### config.mk
export PLATFORM = sky130hd
export DESIGN_NAME = job_engine
export DESIGN_NICKNAME = d
export VERILOG_FILES = /design/src/rtl/job_engine_pkg.sv /design/src/rtl/job_stall_timer.sv /design/src/rtl/job_engine.sv
export SDC_FILE = /design/constraint.sdc
export NUM_CORES = 1
export LEC_CHECK = 0
export BUFFER_PORTS_ARGS = -buffer_cell sky130_fd_sc_hd__buf_4
export CORE_ASPECT_RATIO = 0.6
export CORE_MARGIN = 1
export CORE_UTILIZATION = 30
export DETAILED_ROUTE_END_ITERATION = 10
export GPL_TIMING_DRIVEN = 0
export SKIP_LAST_GASP = 1
export SLEW_MARGIN = 20
export SYNTH_ARGS = -nofsm -noshare
export SYNTH_HDL_FRONTEND = slang
export SYNTH_HIERARCHICAL = 1
export SYNTH_SLANG_ARGS = --single-unit
### constraint.sdc
create_clock -name clk -period 2.5 [get_ports clk]
set_input_delay 0.5 -clock clk [delete_from_list [all_inputs] [get_ports clk]]
set_output_delay 0.5 -clock clk [all_outputs]
set_load 0.01 [all_outputs]
### src/rtl/job_engine_pkg.sv
// Shared widths and FSM state encoding for the job engine.
package job_engine_pkg;

    localparam int unsigned JOB_DATA_W  = 8;
    localparam int unsigned JOB_LEN_W   = 8;
    localparam int unsigned JOB_TIMEOUT = 16;

    typedef enum logic [1:0] {
        IDLE   = 2'd0,
        XFER   = 2'd1,
        FINISH = 2'd2,
        FAIL   = 2'd3
    } job_state_t;

endpackage

### src/rtl/job_stall_timer.sv
// Saturating stall counter; expired flags TIMEOUT-1 consecutive ticks since clear.
module job_stall_timer
    import job_engine_pkg::*;
#(
    parameter int unsigned TIMEOUT = JOB_TIMEOUT
) (
    input  logic clk,
    input  logic reset,
    input  logic clear,
    input  logic tick,
    output logic expired
);

    localparam int unsigned CNT_W = $clog2(TIMEOUT);
    localparam logic [CNT_W-1:0] LAST = CNT_W'(TIMEOUT - 1);

    logic [CNT_W-1:0] r_count;

    // Holds at LAST instead of wrapping so a long stall can never look fresh.
    always_ff @(posedge clk or posedge reset) begin
        if (reset) begin
            r_count <= '0;
        end else if (clear) begin
            r_count <= '0;
        end else if (tick && (r_count != LAST)) begin
            r_count <= r_count + CNT_W'(1);
        end
    end

    assign expired = (r_count == LAST);

endmodule

### src/rtl/job_engine.sv
// Runs one stream-consuming job per start request and reports done or error.
module job_engine
    import job_engine_pkg::*;
#(
    parameter int unsigned DATA_W  = JOB_DATA_W,
    parameter int unsigned LEN_W   = JOB_LEN_W,
    parameter int unsigned TIMEOUT = JOB_TIMEOUT
) (
    input  logic              clk,
    input  logic              reset,
    input  logic              start,
    input  logic [LEN_W-1:0]  job_len,
    input  logic              in_valid,
    input  logic [DATA_W-1:0] in_data,
    output logic              in_ready,
    output logic              done,
    output logic              error,
    output logic [DATA_W-1:0] checksum,
    output logic [LEN_W-1:0]  beat_count
);

    job_state_t        r_state;
    logic              r_in_ready;
    logic              r_done;
    logic              r_error;
    logic [DATA_W-1:0] r_checksum;
    logic [LEN_W-1:0]  r_beat_count;
    logic [LEN_W-1:0]  r_remaining;

    logic w_accept;
    logic w_in_xfer;
    logic w_stall_clear;
    logic w_stall_tick;
    logic w_expired;

    assign w_in_xfer     = (r_state == XFER);
    assign w_accept      = in_valid && r_in_ready;
    assign w_stall_clear = !w_in_xfer || w_accept;
    assign w_stall_tick  = w_in_xfer && !w_accept;

    job_stall_timer #(
        .TIMEOUT (TIMEOUT)
    ) u_stall_timer (
        .clk     (clk),
        .reset   (reset),
        .clear   (w_stall_clear),
        .tick    (w_stall_tick),
        .expired (w_expired)
    );

    // Control FSM; pulses and in_ready are registered alongside the state.
    always_ff @(posedge clk or posedge reset) begin
        if (reset) begin
            r_state      <= IDLE;
            r_in_ready   <= 1'b0;
            r_done       <= 1'b0;
            r_error      <= 1'b0;
            r_checksum   <= '0;
            r_beat_count <= '0;
            r_remaining  <= '0;
        end else begin
            r_done  <= 1'b0;
            r_error <= 1'b0;
            case (r_state)
                IDLE: begin
                    if (start) begin
                        if (job_len != '0) begin
                            r_remaining  <= job_len;
                            r_checksum   <= '0;
                            r_beat_count <= '0;
                            r_in_ready   <= 1'b1;
                            r_state      <= XFER;
                        end else begin
                            r_error <= 1'b1;
                            r_state <= FAIL;
                        end
                    end
                end
                XFER: begin
                    // An accepted beat wins over a timeout in the same cycle.
                    if (w_accept) begin
                        r_checksum   <= r_checksum + in_data;
                        r_beat_count <= r_beat_count + LEN_W'(1);
                        r_remaining  <= r_remaining - LEN_W'(1);
                        if (r_remaining == LEN_W'(1)) begin
                            r_in_ready <= 1'b0;
                            r_done     <= 1'b1;
                            r_state    <= FINISH;
                        end
                    end else if (w_expired) begin
                        r_in_ready <= 1'b0;
                        r_error    <= 1'b1;
                        r_state    <= FAIL;
                    end
                end
                FINISH:  r_state <= IDLE;
                FAIL:    r_state <= IDLE;
                default: r_state <= IDLE;
            endcase
        end
    end

    assign in_ready   = r_in_ready;
    assign done       = r_done;
    assign error      = r_error;
    assign checksum   = r_checksum;
    assign beat_count = r_beat_count;

endmodule
==> results of run 1 <==
-- critical path, stage by stage (launching register included) --
cell	delay (ps)
dfrtp_1	400
ha_1	230
fa_1	420
a21o_2	220
a311o_1	360
a21oi_1	190
xnor2_1	100
a22o_1	200
-- worst paths after layout --
check | start | endpoint | slack [ps]
min | reset | u_stall_timer/r_count[0] | 110
max | checksum[0] | checksum[6] | 270
max in group asynchronous | reset | r_remaining[0] | 1780
min in group clk | checksum[0] | checksum[0] | 510
min reg2reg | checksum[0] | checksum[0] | 510
max reg2reg | checksum[0] | checksum[6] | 270
-- flip-flops by register name (all words and copies together) (netlist names) --
signal / count
beat_count: 8
checksum: 8
r_remaining: 8
u_stall_timer/r_count: 4
r_state: 2
done: 1
error: 1
in_ready: 1
-- placed cells by master (no fill, tap or decap), drive strengths merged, types with 3 or more instances in the layout --
cell type	instances
nor2b	4
a21oi	20
nand4	4
ha	11
and2	4
a21o	3
nand3	11
nor3	4
nor4	3
clkbuf	10
o22a	3
dfrtp	33
buf	41
nand2b	5
xor2	8
o21ai	17
nor2	17
nand2	21
inv	8
-- per-layer routing --
metal	GRT usage	wire (um)	vias to the layer above
met5	0	0	-
met4	0.04623	33	0
met3	0.04167	260	4
met2	0.2161	1881	41
met1	0.2235	2586	793
li1	-	-	871
-- per-stage QoR --
step | cells | hold WS (ps) | setup WS, ps | instance area (sq um) | utilization
3_3_place_gp | 338 | 414.6 | 88.30 | 2390 | 0.3808
6_report | 346 | 111.8 | 266.2 | 2472 | 0.3939
2_1_floorplan | 216 | 266.1 | 318.6 | 1999 | -
5_1_grt | 346 | 114.9 | 128.1 | 2472 | 0.3939
3_5_place_dp | 338 | 417.2 | 74.07 | 2390 | 0.3808
4_1_cts | 346 | 114.1 | 276.5 | 2472 | 0.3939
-- kinds of logic after synthesis --
logic type / count (synthesis) / share of synthesized area
simple gates: 85 / 0.2247
compound gates: 59 / 0.1896
flops: 33 / 0.4130
buf+inv: 15 / 0.03754
fa+ha+maj: 12 / 0.07885
xor+xnor: 10 / 0.04381
mux: 2 / 0.01251
-- final cells by class --
class | instances | area (sq um) | share of cell area
Clock buffer | 6 | 72.57 | 0.02935
Tap cell | 84 | 105.1 | 0.04251
Buffer | 7 | 45.04 | 0.01822
Inverter | 8 | 30.03 | 0.01215
Sequential cell | 33 | 825.8 | 0.3340
Clock inverter | 2 | 10.01 | 0.004049
Multi-Input combinational cell | 168 | 1099 | 0.4443
Timing Repair Buffer | 38 | 285.3 | 0.1154
-- power groups by stage --
| stage | clock (mW) | sequential [mW] | combinational [mW] |
|---|---|---|---|
| after CTS | 0.400 | 0.939 | 1.44 |
| after detailed placement | 0 | 0.947 | 1.44 |
| after floorplan | 0 | 0.945 | 0.973 |
| after global placement | 0 | 0.941 | 1.41 |
| after global routing | 0.435 | 0.971 | 1.63 |
| final | 0.389 | 0.936 | 1.43 |
==> reports/results.tsv, run 1 <==
stage	metric	value	unit
status	status	finished, final reports clean	
power	sequential power share	0.340	
clocking	CTS Sinks	33	
final_layout	# nets final	293	
sta	worst-case clock skew	9.753	ps
floorplan	core area	6276	sq um
sta	maximum achievable frequency	447.7	MHz
floorplan	Die W	107.4	um
global_routing	initial antenna violation count	0	
place	Port Buf Inserts	38	
clocking	post-CTS setup repair buffer count	0	
worst_setup_path	Worst Path Arrival	2400	ps
floorplan	IO Count	39	
floorplan	Cell Rows	22	
logic_synthesis	Post-synth ARST share	1.000	
sta	number of setup violations in the final report	0	
sta	pins over their slew limit	0	
logic_synthesis	cell taking the most area after synthesis	dfrtp_1	
clocking	Worst-path clk slew	70	ps
worst_setup_path	CP max FO	3	
final_layout	layout cells sized above 1	0.2252	
power	power per cell area	1115	nW/um^2
final_layout	Antenna Cells	0	
floorplan	Die Height	65.24	um
logic_synthesis	Post-Syn Nets	248	
power	Clk pwr share	0.141	
power	Worst VDD drop	351.6	uV
logic_synthesis	Synth cell types	52	
clocking	Num CTS Buffers	5	
floorplan	initial core utilization	0.3186	
global_routing	total congestion overflow	0	
logic_synthesis	Cell Area, Synth	1999	sq um
worst_setup_path	WS Path Type	flip-flop to flip-flop	
clocking	clk buf depth	2	
sta	Slew Limit Headroom	0.3871	
worst_setup_path	CP endpoint kind	flip-flop	
floorplan	Die ar.	7006	sq um
sta	TNS Setup	0	ps
route	Vias/cell	4.939	
logic_synthesis	register bit total from synthesis	33	
route	final WL	4761	um
power	Leak Pwr	1.168	nW
place	hpwl dp	3700	um
worst_setup_path	Worst Path Required	2670	ps
route	DR DRC count	0	
route	DRT antenna net count	0	
global_routing	first-pass GRT wire length	8114	um
route	Vias	1709	
route	initial drt markers	52	
power	Int Pwr	1.585	mW
clocking	hold bufs inserted after CTS	0	
global_routing	vias in the first global route	1631	
logic_synthesis	leading post-synthesis cells by cell area	dfrtp_1 (41%), ha_1 (6.9%), a21oi_1 (4.8%), o21ai_0 (4.3%), nand2_1 (3.9%)	
clocking	post-CTS sizing	0	
logic_synthesis	most frequent cell after synthesis	dfrtp_1	
final_layout	area grow syn2layout	23.65	%
clocking	CTS tree	yes	
clocking	htree depth	2	
logic_synthesis	most frequent cells after synthesis	dfrtp_1 (33), nand2_1 (21), a21oi_1 (19)	
logic_synthesis	EDFF count, synth	0	
logic_synthesis	top cell type's share of synthesized area	0.4130	
logic_synthesis	Mapped Cells	216	
route	Routed WL per cell	13.76	um
logic_synthesis	Syn Area/Cell	9.257	sq um
worst_setup_path	Worst setup SP type	flip-flop	
clocking	Root Buffer	clkbuf_8	
power	Pwr Total	2.756	mW
sta	Fin. Hold Viols	0	
logic_synthesis	Synth Flop Type	dfrtp_1	
logic_synthesis	sequential-to-total area share from yosys stat	0.4130	
place	gpl congestion	0.8750	
sta	RSZ-0062 raised after global routing	false	
power	Comb power frac	0.519	
worst_setup_path	Reg2Reg Depth	7	
global_routing	gr usage total	0.1527	
worst_hold_path	Hold Path Class	input port to asynchronous set/reset pin	
clocking	Clock Latency Late Sink	290	ps
sta	min cycle time layout	2234	ps
power	switching part of the total	0.4248	
sta	transition time of the tightest slew-check pin	917.4	ps
sta	period utilisation layout	0.8935	
route	drt pass-1 iters	4	
power	NetSw	1.171	mW
logic_synthesis	warnings from Yosys	6	
final_layout	Fillers	646	
flow_run	maxcap violations	0	
global_routing	largest net degree at the start of global routing	30	
No activity file was read; power rests on OpenSTA's default activity.
==> run 2, diff against run 1 <==
--- a/config.mk
+++ b/config.mk
@@ -12,8 +12,6 @@
 export DETAILED_ROUTE_END_ITERATION = 10
 export GPL_TIMING_DRIVEN = 0
 export SKIP_LAST_GASP = 1
-export SLEW_MARGIN = 20
 export SYNTH_ARGS = -nofsm -noshare
 export SYNTH_HDL_FRONTEND = slang
-export SYNTH_HIERARCHICAL = 1
 export SYNTH_SLANG_ARGS = --single-unit
==> run 2 against run 1 <==
Via count is 4.3% higher; clock-buffer cell count is 1 higher; first-iteration DRC count is 48% higher; critical path type unchanged; critical endpoint unchanged.
==> reports/results.tsv, run 2 <==
stage	metric	value	unit	change
status	status	finished, final reports clean		unchanged
route	final WL	5154	um	was 4761 um
sta	transition time of the tightest slew-check pin	718.8	ps	was 917.4 ps
logic_synthesis	sequential-to-total area share from yosys stat	0.4054		was 0.4130
logic_synthesis	register bit total from synthesis	33		unchanged
global_routing	met3 usage	0.04926		was 0.04167
logic_synthesis	most frequent cell after synthesis	dfrtp_1		unchanged
clocking	CTS tree	yes		unchanged
sta	RSZ-0062 raised after global routing	false		unchanged
sta	number of setup violations in the final report	0		unchanged
place	Post-DP Area	2427	sq um	was 2390 sq um
logic_synthesis	leading post-synthesis cells by cell area	dfrtp_1 (41%), ha_1 (6.8%), nand2_1 (4.8%), o21ai_0 (3.9%), nand3_1 (2.9%)		was dfrtp_1 (41%), ha_1 (6.9%), a21oi_1 (4.8%), o21ai_0 (4.3%), nand2_1 (3.9%)
worst_hold_path	Hold Path Class	input port to asynchronous set/reset pin		unchanged
route	DRT antenna net count	0		unchanged
clocking	post-CTS sizing	0		unchanged
global_routing	total congestion overflow	0		unchanged
global_routing	gr busiest metal	met1		unchanged
power	Worst VDD drop	428.9	uV	was 351.6 uV
place	gpl congestion	0.8101		was 0.8750
clocking	post-CTS setup repair buffer count	0		unchanged
clocking	clk buf depth	2		unchanged
logic_synthesis	Synth cell types	57		was 52
flow_run	maxcap violations	0		unchanged
logic_synthesis	Cell Area, Synth	2037	sq um	was 1999 sq um
logic_synthesis	most frequent cells after synthesis	dfrtp_1 (33), nand2_1 (26), o21ai_0 (16)		was dfrtp_1 (33), nand2_1 (21), a21oi_1 (19)
clocking	Clock Latency Late Sink	280	ps	was 290 ps
sta	Setup WS post-layout	375.5	ps	was 266.2 ps
sta	Slew Limit Headroom	0.5201		was 0.3871
place	placed insts	338		unchanged
floorplan	initial core utilization	0.3217		was 0.3186
power	Leak Pwr	1.198	nW	was 1.168 nW
route	Vias	1782		was 1,709
logic_synthesis	EDFF count, synth	0		unchanged
worst_setup_path	Worst Path Arrival	2290	ps	was 2400 ps
floorplan	core area	6331	sq um	was 6276 sq um
final_layout	area grow syn2layout	27.64	%	was 23.65%
worst_setup_path	CP endpoint kind	flip-flop		unchanged
sta	worst-case clock skew	4.445	ps	was 9.753 ps
logic_synthesis	top cell type's share of synthesized area	0.4054		was 0.4130
sta	min cycle time layout	2125	ps	was 2234 ps
place	Post-Place Worst Slack	145.8	ps	was 74.07 ps
worst_setup_path	Worst Path Required	2660	ps	was 2670 ps
sta	pins over their slew limit	0		unchanged
global_routing	initial antenna violation count	0		unchanged
global_routing	GR Layer Usage met1	0.2336		was 0.2235
final_layout	final instance area	2600	sq um	was 2472 sq um
logic_synthesis	warnings from Yosys	0		was 6
global_routing	vias in the first global route	1724		was 1,631
clocking	hold bufs inserted after CTS	0		unchanged
route	DR DRC count	0		unchanged
final_layout	most common cell after layout, fill and taps aside	buf_4		unchanged
worst_setup_path	WS Path Type	flip-flop to flip-flop		unchanged
floorplan	Die Height	65.83	um	was 65.24 um
floorplan	IO Count	39		unchanged
route	Vias/cell	5.150		was 4.939
worst_setup_path	CP max FO	3		unchanged
floorplan	Cell Rows	22		unchanged
route	Routed WL per cell	14.90	um	was 13.76 um
final_layout	# nets final	293		unchanged
floorplan	Die ar.	7134	sq um	was 7006 sq um
route	drt pass-1 iters	4		unchanged
clocking	Num CTS Buffers	5		unchanged
global_routing	largest net degree at the start of global routing	34		was 30
clocking	htree depth	2		unchanged
clocking	Root Buffer	clkbuf_16		was clkbuf_8
worst_setup_path	R2R Setup Slk	380	ps	was 270 ps
logic_synthesis	Mapped Cells	216		unchanged
logic_synthesis	Syn Area/Cell	9.430	sq um	was 9.257 sq um
final_layout	most frequent cells in the layout	buf_4 (39), dfrtp_1 (33), nand2_1 (26)		was buf_4 (38), dfrtp_1 (33), nand2_1 (21)
clocking	CTS Sinks	33		unchanged
sta	Fin. Hold Viols	0		unchanged
sta	TNS Setup	0	ps	unchanged
final_layout	Antenna Cells	0		unchanged
worst_setup_path	Worst setup SP type	flip-flop		unchanged
clocking	Worst-path clk slew	60	ps	was 70 ps
logic_synthesis	Post-Syn Nets	248		unchanged
logic_synthesis	Post-synth ARST share	1.000		unchanged
final_layout	layout cells sized above 1	0.2672		was 0.2252
global_routing	first-pass GRT wire length	8569	um	was 8114 um
floorplan	Die W	108.4	um	was 107.4 um
place	hpwl dp	3703	um	was 3700 um
power	power per cell area	1283	nW/um^2	was 1115 nW/um^2
logic_synthesis	Synth Flop Type	dfrtp_1		unchanged
sta	period utilisation layout	0.8498		was 0.8935
sta	maximum achievable frequency	470.7	MHz	was 447.7 MHz
place	Port Buf Inserts	38		unchanged
logic_synthesis	cell taking the most area after synthesis	dfrtp_1		unchanged
final_layout	Post-Layout Cell Count	346		unchanged
global_routing	gr usage total	0.1608		was 0.1527
global_routing	global-route track usage on met2	0.2237		was 0.2161
route	initial drt markers	77		was 52
==> run 2: cell count changes after synthesis, moves of 3 or more <==
cell and change:
nand2b_1 -3, nor2_1 -7, a21oi_1 -11, nand4_1 -3
nor4_2 +3, o31ai_1 +4, o21ai_1 +5, a2bb2oi_1 +3
nand2_1 +5, xor2_1 -5
==> run 2: layout make-up <==
type	instances	area [sq um]
Multi-Input combinational cell	165	1114
Clock buffer	7	142.6
Buffer	8	60.06
Tap cell	84	105.1
Fill cell	649	3731
Sequential cell	33	825.8
Inverter	10	37.54
Clock inverter	1	30.03
Timing Repair Buffer	38	285.3
==> run 2: cells by family (layout without fill, tap and decap cells) <==
| kind of cell | after synthesis | count (layout) | share of synthesized area |
|---|---|---|---|
| AO/OA/AOI/OAI | 67 | 67 | 0.2304 |
| flip-flops | 33 | 33 | 0.4054 |
| XOR/XNOR | 5 | 5 | 0.02150 |
| multiplexers | 2 | 2 | 0.009828 |
| AND/OR/NAND/NOR | 79 | 79 | 0.2076 |
| buffers and inverters | 18 | 64 | 0.04790 |
| adder cells (fa/ha/maj) | 12 | 12 | 0.07739 |
==> run 2: per-stage QoR <==
step	hold slack (ps)	util	total power [mW]
after CTS	510.9	0.4107	3.347
final	340.0	0.4107	3.336
after floorplan	503.2	-	2.092
after global placement	488.6	0.3834	2.564
after global routing	403.5	0.4107	3.606
after detailed placement	498.7	0.3834	2.597
==> run 2: worst max-delay path, cell delays in order (launching register included) <==
cell,delay (ps)
dfrtp_1,390
ha_1,230
fa_1,410
a21o_1,190
a311o_1,340
a21oi_1,190
xor2_1,170
o21ai_0,90
==> run 2: path summary, 6_finish.rpt <==
| path | depth (start not counted) | from | to |
|---|---|---|---|
| max | 7 | checksum[0] | checksum[6] |
| min | 2 | reset | u_stall_timer.r_count[2] |
| max reg2reg | 7 | checksum[0] | checksum[6] |
| min reg2reg | 2 | checksum[0] | checksum[0] |
| max in group asynchronous | 2 | reset | checksum[2] |
| min in group clk | 2 | checksum[0] | checksum[0] |
==> run 2: power by group <==
part           internal, mW  switching, mW
Combinational         0.718          0.910
Sequential            0.744          0.224
Clock                 0.498          0.241
Total                  1.96           1.38
==> run 2: layer usage <==
layer	part of all wire	vias up	routed length [um]
met5	0	-	0
met4	0.016	0	80
met3	0.043	8	222
met2	0.40	37	2078
met1	0.54	848	2772
li1	-	889	-
==> run 3, diff against run 2 <==
--- a/config.mk
+++ b/config.mk
@@ -5,6 +5,7 @@
 export SDC_FILE = /design/constraint.sdc
 export NUM_CORES = 1
 export LEC_CHECK = 0
+export ABC_AREA = 1
 export BUFFER_PORTS_ARGS = -buffer_cell sky130_fd_sc_hd__buf_4
 export CORE_ASPECT_RATIO = 0.6
 export CORE_MARGIN = 1
==> constraint.sdc (replaced) <==
create_clock -name clk -period 2.2 [get_ports clk]
set_input_delay 0.44 -clock clk [delete_from_list [all_inputs] [get_ports clk]]
set_output_delay 0.44 -clock clk [all_outputs]
set_load 0.01 [all_outputs]
==> run 3 against run 2 <==
Combinational power barely moved; synthesized cell count rose by 37%; critical path depth did not move; wire length fell by 1.8%; final area rose by 1.2%; critical endpoint is now checksum[4]; highest routed layer unchanged; register-to-register slack improved by 230 ps; clock skew fell by 0.76 ps; first-iteration DRC count rose by 49%; hold slack got worse by 50 ps.
==> reports/results.tsv, run 3 <==
stage	metric	value	unit	change
status	status	finished, final reports clean		unchanged
clocking	Clock Latency Late Sink	280	ps	about the same
final_layout	Antenna Cells	0		unchanged
clocking	hold bufs inserted after CTS	0		unchanged
logic_synthesis	most frequent cells after synthesis	nand2_1 (109), dfrtp_1 (33), inv_1 (33)		was dfrtp_1 (33), nand2_1 (26), o21ai_0 (16)
clocking	clk buf depth	2		unchanged
final_layout	Post-Layout Cell Count	428		was 346
clocking	post-CTS sizing	0		unchanged
route	initial drt markers	115		was 77
floorplan	Die ar.	7352	sq um	was 7134 sq um
power	Clk pwr share	0.200		was 0.222
global_routing	total congestion overflow	0		unchanged
flow_run	maxcap violations	0		unchanged
logic_synthesis	top cell type's share of synthesized area	0.3931		was 0.4054
final_layout	most frequent cells in the layout	nand2_1 (109), buf_4 (40), dfrtp_1 (33)		was buf_4 (39), dfrtp_1 (33), nand2_1 (26)
sta	Fin. Hold Viols	0		unchanged
logic_synthesis	most frequent cell after synthesis	nand2_1		was dfrtp_1
clocking	Root Buffer	clkbuf_16		unchanged
worst_setup_path	R2R Setup Slk	610	ps	was 380 ps
power	Worst VDD drop	365.4	uV	was 428.9 uV
logic_synthesis	Synth Flop Type	dfrtp_1		unchanged
worst_setup_path	CP max FO	3		unchanged
route	drt pass-1 iters	4		unchanged
route	Routed WL per cell	11.82	um	was 14.90 um
sta	TNS Setup	0	ps	unchanged
final_layout	most common cell after layout, fill and taps aside	nand2_1		was buf_4
power	Comb power frac	0.501		was 0.488
route	Vias	1990		was 1,782
worst_setup_path	R2R Path Start	checksum[0]		unchanged
power	sequential power share	0.299		was 0.290
clocking	Num CTS Buffers	5		unchanged
logic_synthesis	leading post-synthesis cells by cell area	dfrtp_1 (39%), nand2_1 (19%), ha_1 (6.6%), nand3_1 (6.2%), inv_1 (5.9%)		was dfrtp_1 (41%), ha_1 (6.8%), nand2_1 (4.8%), o21ai_0 (3.9%), nand3_1 (2.9%)
logic_synthesis	Post-synth ARST share	1.000		unchanged
logic_synthesis	Syn Area/Cell	7.121	sq um	was 9.430 sq um
sta	transition time of the tightest slew-check pin	716.5	ps	was 718.8 ps
floorplan	Die Height	66.82	um	was 65.83 um
sta	number of setup violations in the final report	0		unchanged
clocking	CTS tree	yes		unchanged
worst_setup_path	Slowest cell on crit path	fa_1		unchanged
sta	maximum achievable frequency	627.6	MHz	was 470.7 MHz
logic_synthesis	warnings from Yosys	0		unchanged
logic_synthesis	register bit total from synthesis	33		unchanged
floorplan	Cell Rows	23		was 22
sta	Slew Limit Headroom	0.5217		was 0.5201
route	DRT antenna net count	0		unchanged
route	Vias/cell	4.650		was 5.150
sta	worst-case clock skew	3.683	ps	was 4.445 ps
clocking	htree depth	2		unchanged
floorplan	core area	6734	sq um	was 6331 sq um
final_layout	area grow syn2layout	25.25	%	was 27.64%
clocking	CTS Sinks	33		unchanged
floorplan	initial core utilization	0.3120		was 0.3217
worst_setup_path	Worst Path Arrival	1760	ps	was 2290 ps
worst_setup_path	WS Path Type	flip-flop to flip-flop		unchanged
worst_setup_path	Worst setup SP type	flip-flop		unchanged
power	Pwr Total	3.286	mW	was 3.336 mW
worst_setup_path	CP endpoint kind	flip-flop		unchanged
global_routing	first-pass GRT wire length	8300	um	was 8569 um
logic_synthesis	Post-Syn Nets	327		was 248
global_routing	largest net degree at the start of global routing	34		unchanged
sta	pins over their slew limit	0		unchanged
clocking	post-CTS setup repair buffer count	0		unchanged
place	gpl congestion	0.8110		was 0.8101
global_routing	vias in the first global route	1727		was 1,724
power	NetSw	1.421	mW	was 1.376 mW
sta	period utilisation layout	0.7242		was 0.8498
logic_synthesis	Cell Area, Synth	2101	sq um	was 2037 sq um
worst_setup_path	worst-path cell chain	ha_1 > fa_1 > nand3_1 > nand3_1 > xor2_1 > nand2_1 > nand2_1		was ha_1 > fa_1 > a21o_1 > a311o_1 > a21oi_1 > xor2_1 > o21ai_0
logic_synthesis	Synth cell types	27		was 57
final_layout	Fillers	707		was 649
power	power per cell area	1249	nW/um^2	was 1283 nW/um^2
worst_setup_path	Reg2Reg Depth	7		unchanged
final_layout	layout cells sized above 1	0.1642		was 0.2672
sta	RSZ-0062 raised after global routing	false		unchanged
logic_synthesis	EDFF count, synth	0		unchanged
route	DR DRC count	0		unchanged
worst_setup_path	Crit Reg-Reg Endpoint	checksum[4]		was checksum[6]
route	final WL	5061	um	was 5154 um
global_routing	gr usage total	0.1514		was 0.1608
place	placed insts	420		was 338
final_layout	# nets final	372		was 293
place	hpwl dp	3785	um	was 3703 um
place	Port Buf Inserts	38		unchanged
clocking	Worst-path clk slew	50	ps	was 60 ps
worst_setup_path	CP max stage delay	440	ps	was 410 ps
sta	min cycle time layout	1593	ps	was 2125 ps
logic_synthesis	Mapped Cells	295		was 216
floorplan	IO Count	39		unchanged
logic_synthesis	sequential-to-total area share from yosys stat	0.3931		was 0.4054
logic_synthesis	cell taking the most area after synthesis	dfrtp_1		unchanged
worst_hold_path	Hold Path Class	input port to asynchronous set/reset pin		unchanged
power	switching part of the total	0.4326		was 0.4124
floorplan	Die W	110.0	um	was 108.4 um
power	Int Pwr	1.865	mW	was 1.960 mW
worst_setup_path	Worst Path Required	2370	ps	was 2660 ps
power	Leak Pwr	1.442	nW	was 1.198 nW
global_routing	initial antenna violation count	0		unchanged
## run 3: changes by cell type after synthesis, moves of 4 or more
cell / before / now
nand2_1: 26 / 109
inv_1: 9 / 33
nand3_1: 12 / 26
nor2_1: 10 / 24
nand4_1: 1 / 5
o21ai_1: 5 / 1
o31ai_1: 4 / 0
## run 3: area by class of cell
cell class	count	area, sq um	share of cell area
plain buffers	6	41.29	0.01569
clock buffers	8	136.4	0.05183
inverters	35	131.4	0.04993
multi-input cells	221	1102	0.4189
flip-flops and latches	33	825.8	0.3138
well taps	87	108.9	0.04137
repair buffers	38	285.3	0.1084
## run 3: cells by family (layout without fill, tap and decap cells)
group / after synthesis / count (layout) / synth area share
xor gates and xnor gates: 7 / 7 / 0.02918
and+or+nand+nor: 172 / 172 / 0.3419
AOI/OAI and AO/OA: 30 / 30 / 0.07862
DFF: 33 / 33 / 0.3931
adders and majority gates: 12 / 12 / 0.07504
buffers and inverters: 41 / 87 / 0.08219
## run 3: per-stage QoR
stage,worst slack [ps],utilization,hold slack [ps],area (sq um)
6_report,606.7,0.3907,290.0,2631
2_1_floorplan,650.0,-,464.4,2101
3_5_place_dp,446.6,0.3705,497.7,2495
3_3_place_gp,449.5,0.3705,489.4,2495
4_1_cts,596.0,0.3907,458.1,2631
5_1_grt,474.5,0.3907,355.9,2631
## run 3: power by group through the flow
stage / clock network (mW) / registers, mW / logic [mW]
global route: 0.702 / 1.01 / 1.90
global placement: 0 / 0.989 / 1.62
CTS: 0.669 / 0.984 / 1.66
floorplan: 0 / 0.993 / 1.13
finish: 0.656 / 0.983 / 1.65
detailed placement: 0 / 0.991 / 1.64
## run 3: per-layer routing
metal,global-route usage,share of wire,wire length (um),up-vias
li1,-,-,-,1025
met1,0.2336,0.56,2824,911
met2,0.2031,0.38,1920,48
met3,0.03718,0.053,268,6
met4,0.04000,0.0093,47,0
met5,0,0,0,-
## run 3: worst max path at each step
stage | from | end | slack [ps] | cells past startpoint
6_report | checksum[0] | checksum[4] | 610 | 7
5_1_grt | r_remaining[0] | r_remaining[4] | 470 | 10
4_1_cts | checksum[0] | checksum[4] | 600 | 7
3_5_place_dp | in_data[0] | checksum[4] | 450 | 8
3_3_place_gp | in_data[0] | checksum[4] | 450 | 8
2_1_floorplan | in_data[0] | checksum[4] | 650 | 7
## run 3: critical path, delay by kind of cell, from the launching register on
family        cells  cell delay, ps
fa+ha+maj         2             660
flops             1             400
xor+xnor          1             140
simple gates      4             290
